--- src/rtl/wb_stage_q.sv ---
// Write-back stage with an in-order commit queue.
// Entries from the memory stage are buffered, retired one per cycle in FIFO
// order to the register file, and forwarded to earlier stages while pending.
// An excepting or ERET head raises a one-cycle EXC pulse and then the queue
// is emptied and a one-cycle FLUSH bubble is inserted before running again.
module wb_stage_q #(
  parameter int         DW    = 32,
  parameter int         AW    = 5,
  parameter int         DEPTH = 2,
  parameter logic [4:0] NO_EX = 5'h1f
) (
  input  logic          clk,
  input  logic          resetn,
  input  logic          ms_to_ws_valid,
  output logic          ws_allowin,
  input  logic          ms_wen,
  input  logic [AW-1:0] ms_dest,
  input  logic [DW-1:0] ms_data,
  input  logic [DW-1:0] ms_pc,
  input  logic [4:0]    ms_ex_code,
  input  logic          ms_eret,
  input  logic          ms_slot,
  input  logic [DW-1:0] ms_badvaddr,
  input  logic          rf_ready,
  output logic          rf_we,
  output logic [AW-1:0] rf_waddr,
  output logic [DW-1:0] rf_wdata,
  input  logic [AW-1:0] fwd_raddr,
  output logic          fwd_hit,
  output logic [DW-1:0] fwd_data,
  output logic          ws_ex,
  output logic          ws_eret,
  output logic          ws_flush,
  output logic [4:0]    ws_ex_code,
  output logic [DW-1:0] ws_epc,
  output logic [DW-1:0] ws_badvaddr,
  output logic          ws_slot,
  output logic [DW-1:0] debug_wb_pc,
  output logic [3:0]    debug_wb_rf_wen,
  output logic [AW-1:0] debug_wb_rf_wnum,
  output logic [DW-1:0] debug_wb_rf_wdata
);

  localparam int PW = (DEPTH > 1) ? $clog2(DEPTH) : 1;
  localparam int CW = $clog2(DEPTH + 1);
  localparam logic [PW-1:0] LAST_PTR = PW'(DEPTH - 1);
  localparam logic [CW-1:0] FULL_CNT = CW'(DEPTH);

  typedef enum logic [1:0] {S_RUN, S_EXC, S_FLUSH} state_e;

  state_e           state_q, state_d;
  logic [PW-1:0]    head_q, head_d, tail_q, tail_d;
  logic [CW-1:0]    count_q, count_d;
  logic [DEPTH-1:0] valid_q, valid_d;

  // Payload storage; no reset needed, occupancy is tracked by count/valid.
  logic          ent_wen_q   [DEPTH];
  logic [AW-1:0] ent_dest_q  [DEPTH];
  logic [DW-1:0] ent_data_q  [DEPTH];
  logic [DW-1:0] ent_pc_q    [DEPTH];
  logic [4:0]    ent_ex_q    [DEPTH];
  logic          ent_eret_q  [DEPTH];
  logic          ent_slot_q  [DEPTH];
  logic [DW-1:0] ent_bad_q   [DEPTH];

  logic          head_present, head_exc, retire, push, in_exc, exc_is_ex;
  logic          head_wen, head_eret, head_slot;
  logic [AW-1:0] head_dest;
  logic [DW-1:0] head_data, head_pc, head_bad;
  logic [4:0]    head_ex;

  function automatic logic [PW-1:0] ptr_inc(input logic [PW-1:0] p);
    return (p == LAST_PTR) ? '0 : p + 1'b1;
  endfunction

  assign head_wen  = ent_wen_q[head_q];
  assign head_dest = ent_dest_q[head_q];
  assign head_data = ent_data_q[head_q];
  assign head_pc   = ent_pc_q[head_q];
  assign head_ex   = ent_ex_q[head_q];
  assign head_eret = ent_eret_q[head_q];
  assign head_slot = ent_slot_q[head_q];
  assign head_bad  = ent_bad_q[head_q];

  // Only the head is ever evaluated; younger excepting entries simply wait.
  assign head_present = (count_q != '0);
  assign head_exc     = head_present && ((head_ex != NO_EX) || head_eret);
  assign retire       = (state_q == S_RUN) && head_present && !head_exc &&
                        (!head_wen || rf_ready);
  // resetn gates allowin so the output reads 0 while reset is held.
  assign ws_allowin   = resetn && (state_q == S_RUN) &&
                        ((count_q != FULL_CNT) || retire);
  assign push         = ms_to_ws_valid && ws_allowin;

  // Register-file write and trace port; destination 0 is never written.
  assign rf_we             = retire && head_wen && (head_dest != '0);
  assign rf_waddr          = rf_we ? head_dest : '0;
  assign rf_wdata          = rf_we ? head_data : '0;
  assign debug_wb_rf_wen   = {4{rf_we}};
  assign debug_wb_rf_wnum  = rf_waddr;
  assign debug_wb_rf_wdata = rf_wdata;
  assign debug_wb_pc       = head_present ? head_pc : '0;

  // Exception record is only driven during the single EXC cycle.
  assign in_exc      = (state_q == S_EXC);
  assign exc_is_ex   = head_ex != NO_EX;
  assign ws_flush    = in_exc;
  assign ws_ex       = in_exc && exc_is_ex;
  assign ws_eret     = in_exc && !exc_is_ex && head_eret;
  assign ws_ex_code  = in_exc ? head_ex : NO_EX;
  assign ws_slot     = in_exc && head_slot;
  assign ws_badvaddr = in_exc ? head_bad : '0;
  assign ws_epc      = in_exc ? (head_slot ? head_pc - DW'(4) : head_pc) : '0;

  // Forwarding: scan oldest to youngest so the youngest match wins.
  always_comb begin
    logic [PW-1:0] idx;
    idx      = '0;
    fwd_hit  = 1'b0;
    fwd_data = '0;
    for (int k = 0; k < DEPTH; k++) begin
      idx = head_q + PW'(k);
      if (valid_q[idx] && ent_wen_q[idx] && (ent_dest_q[idx] == fwd_raddr) &&
          (ent_dest_q[idx] != '0) && (ent_ex_q[idx] == NO_EX) && !ent_eret_q[idx]) begin
        fwd_hit  = 1'b1;
        fwd_data = ent_data_q[idx];
      end
    end
  end

  // Next-state logic for the commit FSM and queue bookkeeping.
  always_comb begin
    state_d = state_q;
    head_d  = head_q;
    tail_d  = tail_q;
    count_d = count_q;
    valid_d = valid_q;
    case (state_q)
      S_RUN: begin
        // Retire is applied before push so a push into the freed slot at full wins.
        if (retire) begin
          valid_d[head_q] = 1'b0;
          head_d          = ptr_inc(head_q);
        end
        if (push) begin
          valid_d[tail_q] = 1'b1;
          tail_d          = ptr_inc(tail_q);
        end
        count_d = count_q + CW'(push) - CW'(retire);
        if (head_exc) state_d = S_EXC;
      end
      S_EXC: begin
        head_d  = '0;
        tail_d  = '0;
        count_d = '0;
        valid_d = '0;
        state_d = S_FLUSH;
      end
      S_FLUSH: state_d = S_RUN;
      default: state_d = S_RUN;
    endcase
  end

  // State, pointer and occupancy registers with asynchronous clear.
  always_ff @(posedge clk or negedge resetn) begin
    if (!resetn) begin
      state_q <= S_RUN;
      head_q  <= '0;
      tail_q  <= '0;
      count_q <= '0;
      valid_q <= '0;
    end else begin
      state_q <= state_d;
      head_q  <= head_d;
      tail_q  <= tail_d;
      count_q <= count_d;
      valid_q <= valid_d;
    end
  end

  // Capture the incoming entry at the tail slot.
  always_ff @(posedge clk) begin
    if (push) begin
      ent_wen_q[tail_q]  <= ms_wen;
      ent_dest_q[tail_q] <= ms_dest;
      ent_data_q[tail_q] <= ms_data;
      ent_pc_q[tail_q]   <= ms_pc;
      ent_ex_q[tail_q]   <= ms_ex_code;
      ent_eret_q[tail_q] <= ms_eret;
      ent_slot_q[tail_q] <= ms_slot;
      ent_bad_q[tail_q]  <= ms_badvaddr;
    end
  end

endmodule

--- config.mk ---
export PLATFORM = sky130hd
export DESIGN_NAME = wb_stage_q
export DESIGN_NICKNAME = d
export VERILOG_FILES = /design/src/rtl/wb_stage_q.sv
export SDC_FILE = /design/constraint.sdc
export NUM_CORES = 1
export LEC_CHECK = 0
export BUFFER_PORTS_ARGS = -buffer_cell sky130_fd_sc_hd__buf_2
export CAP_MARGIN = 20
export CORE_UTILIZATION = 47
export DETAILED_ROUTE_END_ITERATION = 12
export PLACE_DENSITY = 0.72
export SLEW_MARGIN = 20
export SYNTH_ARGS = -nofsm -noshare
export SYNTH_HDL_FRONTEND = slang
export SYNTH_SLANG_ARGS = --single-unit
export TNS_END_PERCENT = 1
--- constraint.sdc ---
create_clock -name clk -period 17.5 [get_ports clk]
set_clock_uncertainty 0.15 [all_clocks]
set_input_delay 2.625 -clock clk [delete_from_list [all_inputs] [get_ports clk]]
set_output_delay 2.625 -clock clk [all_outputs]
set_load 0.02 [all_outputs]
==> load_flow_metrics.sql <==
INSERT INTO impl_metrics (metric_group, metric, value, unit) VALUES
('placed_design', 'final_weighted_congestion_in_routability_driven_placement', '0.840', ''),
('cells_and_area', 'drive_above_1_share', '0.327', ''),
('timing', 'layout_worst_path_cycle_share', '0.430', ''),
('cts', 'cts.htree.levels', '1', ''),
('timing', 'tightest_slew', '1.04', 'ns'),
('critical_path', 'cp.buffers_inverters', '2', ''),
('floorplanning', 'die_width', '157', 'um'),
('synthesis', 'postSynthCellCount', '951', ''),
('cts', 'cts_hold_repair.buffers', '0', ''),
('routing', 'vias', '8452', ''),
('timing', 'report.final.setup_viol', '0', ''),
('critical_path', 'crit_path_top_delay_cell', 'sky130_fd_sc_hd__and4_4', ''),
('pwr', 'seq_power_share', '0.440', ''),
('synthesis', 'synth.cell_area', '11300', 'sq um'),
('timing', 'hold_slack', '0.411', 'ns'),
('routing', 'detail-route-antenna-nets', '0', ''),
('floorplanning', 'floorplan.io_pins', '336', ''),
('pwr', 'sw_power', '0.530', 'mW'),
('routing', 'vias_per_inst', '5.42', ''),
('timing', 'finalMaxSlewViolations', '0', ''),
('floorplanning', 'design.core.area', '23500', 'sq um'),
('timing', 'maxClockFrequency', '133', 'MHz'),
('cts', 'insertion_delay_of_the_later_clocked_pin_in_the_worst_skew_pair', '0.51', 'ns'),
('synthesis', 'synthTopCellsByArea', 'sky130_fd_sc_hd__edfxtp_1, sky130_fd_sc_hd__mux2i_1, sky130_fd_sc_hd__nor2_1, sky130_fd_sc_hd__nand3_1, sky130_fd_sc_hd__buf_4', ''),
('min_path', 'whs_endpoint', 'valid_q[0]', ''),
('cells_and_area', 'area_growth_from_synthesis_to_layout', '21.0', '%'),
('critical_path', 'reg2reg_setup_slack', '12.58', 'ns'),
('floorplanning', 'die-height', '157', 'um'),
('pwr', 'cellPowerDensity', '119', 'nW/um^2'),
('cts', 'ctsResizeCount', '0', ''),
('timing', 'finalWorstPathRequiredPeriod', '7.53', 'ns'),
('min_path', 'worst_hold_path.num_cells', '1', ''),
('routing', 'drt_first_iter_violations', '1079', ''),
('floorplanning', 'rows', '56', ''),
('pwr', 'p_clk_frac', '0.298', ''),
('critical_path', 'cp_common_cell', 'sky130_fd_sc_hd__buf_2', ''),
('synthesis', 'number_of_warning_messages_in_the_yosys_log', '0', ''),
('synthesis', 'syn_avg_cell_area', '11.8', 'sq um'),
('outcome', 'run_status', 'finished clean', ''),
('pwr', 'report.power.total', '1.63', 'mW'),
('synthesis', 'synth_top_cells_by_count', 'sky130_fd_sc_hd__edfxtp_1, sky130_fd_sc_hd__nor2_1, sky130_fd_sc_hd__mux2i_1', ''),
('critical_path', 'worst-endpoint-arrival', '4.76', 'ns'),
('pwr', 'max-vdd-ir-drop', '0.0910', 'mV'),
('synthesis', 'synth_most_common_cell', 'sky130_fd_sc_hd__edfxtp_1', ''),
('critical_path', 'worstSetupEndpointType', 'output port', ''),
('synthesis', 'share_of_async_settable_or_async_resettable_flops_after_synthesis', '0.0354', ''),
('timing', 'report.final.hold_viol_count', '0', ''),
('cts', 'clock_sink_count', '226', ''),
('cts', 'path_clk_slew', '0.06', 'ns'),
('cts', 'cts_setup_buffers', '0', ''),
('synthesis', 'synth-edff-count', '218', ''),
('grt', 'grtUsageTotal', '0.211', ''),
('critical_path', 'reg2reg_depth', '7', ''),
('critical_path', 'crit_chain', 'buf_2, xnor2_1, nor4_1, and4_4, nand3_1, a32oi_1, buf_2', ''),
('routing', 'remaining_drc_errors', '0', ''),
('critical_path', 'critPathLaunchType', 'input port', ''),
('grt', 'global_route_wire_length_before_repair', '40600', 'um'),
('min_path', 'holdCritStartpoint', 'tail_q', ''),
('grt', 'pin_count_of_the_biggest_net_entering_global_routing', '169', ''),
('pwr', 'leakagePower', '5.19', 'nW'),
('grt', 'grt_antenna_before_repair', '12', ''),
('cts', 'clock_tree_from_tritoncts', 'built', ''),
('timing', 'grt_setup_unrepaired', 'false', ''),
('routing', 'drt-pass1-iter-count', '5', ''),
('floorplanning', 'floorplan.die_area', '24600', 'sq um'),
('job', 'maxCapViolations', '0', ''),
('grt', 'first_global_vias', '7735', ''),
('placed_design', 'numPortBuffers', '335', ''),
('routing', 'detail_route.wl_per_cell', '17.4', 'um'),
('synthesis', 'primary_ff_master_synth', 'sky130_fd_sc_hd__edfxtp_1', ''),
('critical_path', 'timing.rr.end', 'ent_ex_q[1][4]', '');
## placed cells by master (no fill, tap or decap), types with 3 or more instances in the layout
cell and instances:
sky130_fd_sc_hd__and3_1 4, sky130_fd_sc_hd__edfxtp_1 218, sky130_fd_sc_hd__nand2_1 59, sky130_fd_sc_hd__nor2_1 138, sky130_fd_sc_hd__inv_1 8, sky130_fd_sc_hd__dfrtp_1 7, sky130_fd_sc_hd__a32oi_1 33, sky130_fd_sc_hd__nand4_1 5
sky130_fd_sc_hd__a21oi_1 40, sky130_fd_sc_hd__nor4_1 6, sky130_fd_sc_hd__nor3_2 3, sky130_fd_sc_hd__o31ai_1 3, sky130_fd_sc_hd__mux2i_1 109, sky130_fd_sc_hd__or3_1 6, sky130_fd_sc_hd__nor3_1 16, sky130_fd_sc_hd__ha_1 3
sky130_fd_sc_hd__nand2b_1 3, sky130_fd_sc_hd__clkbuf_16 23, sky130_fd_sc_hd__or3b_2 3, sky130_fd_sc_hd__buf_4 8, sky130_fd_sc_hd__xor2_1 16, sky130_fd_sc_hd__nand3_1 75, sky130_fd_sc_hd__clkinv_2 6, sky130_fd_sc_hd__diode_2 10
sky130_fd_sc_hd__xnor2_1 22, sky130_fd_sc_hd__bufinv_16 3, sky130_fd_sc_hd__buf_2 335, sky130_fd_sc_hd__o21ai_1 3, sky130_fd_sc_hd__o21ai_0 14, sky130_fd_sc_hd__nor3b_1 9
## metrics by stage
stage	setup WS, ns	instance area (sq um)	utilization	cells
6_report	9.97	13600	0.580	1560
5_1_grt	9.86	13600	0.580	1554
4_1_cts	9.69	13600	0.578	1549
3_5_place_dp	9.71	12800	0.546	1509
3_3_place_gp	9.78	12800	0.546	1509
2_1_floorplan	8.88	11300	-	951
## worst max path at each step
stage | from | to | slack, ns | depth (start not counted)
2_1_floorplan | rf_ready | ent_bad_q[0][0] | 8.88 | 4
3_3_place_gp | fwd_raddr[1] | fwd_data[30] | 9.78 | 7
3_5_place_dp | fwd_raddr[1] | fwd_data[16] | 9.71 | 7
4_1_cts | fwd_raddr[1] | fwd_data[30] | 9.69 | 7
5_1_grt | head_q | ws_epc[26] | 9.86 | 10
6_report | fwd_raddr[1] | fwd_data[30] | 9.97 | 7
## area by class of cell
class | count | area (sq um)
Antenna cell | 10 | 25.0
Multi-Input combinational cell | 612 | 3890
Clock buffer | 25 | 583
Tap cell | 319 | 399
Inverter | 8 | 30.0
Sequential cell | 226 | 6750
Clock inverter | 15 | 161
Timing Repair Buffer | 345 | 1780
Fill cell | 1958 | 9850
## power by group through the flow
| stage | registers, mW | logic [mW] | clock network (mW) |
|---|---|---|---|
| 2_1_floorplan | 0.722 | 0.287 | 0 |
| 3_3_place_gp | 0.724 | 0.423 | 0 |
| 3_5_place_dp | 0.727 | 0.427 | 0 |
| 4_1_cts | 0.716 | 0.429 | 0.495 |
| 5_1_grt | 0.724 | 0.461 | 0.514 |
| 6_report | 0.716 | 0.427 | 0.484 |
## kinds of logic after synthesis
kind of cell,after synthesis,share of synthesized area
simple gates,349,0.145
fa+ha+maj,3,0.00333
buf+inv,113,0.0578
xor+xnor,38,0.0296
mux,110,0.0979
compound gates,112,0.0670
flops,226,0.599
## flip-flops by register name (all words and copies together), names as in the netlist
| name | cells |
|---|---|
| valid_q | 2 |
| ent_dest_q | 10 |
| ent_slot_q | 2 |
| head_q | 1 |
| ent_bad_q | 64 |
| ent_wen_q | 2 |
| ent_data_q | 64 |
| ent_pc_q | 64 |
| state_q | 2 |
| count_q | 2 |
| tail_q | 1 |
| ent_ex_q | 10 |
| ent_eret_q | 2 |
## routing by layer
layer	up-vias	track usage	routed length [um]
li1	4016	-	-
met1	4034	0.252	10800
met2	331	0.363	13300
met3	65	0.0546	1950
met4	6	0.0845	973
met5	-	0	41
(Power assumes the default switching activity.)
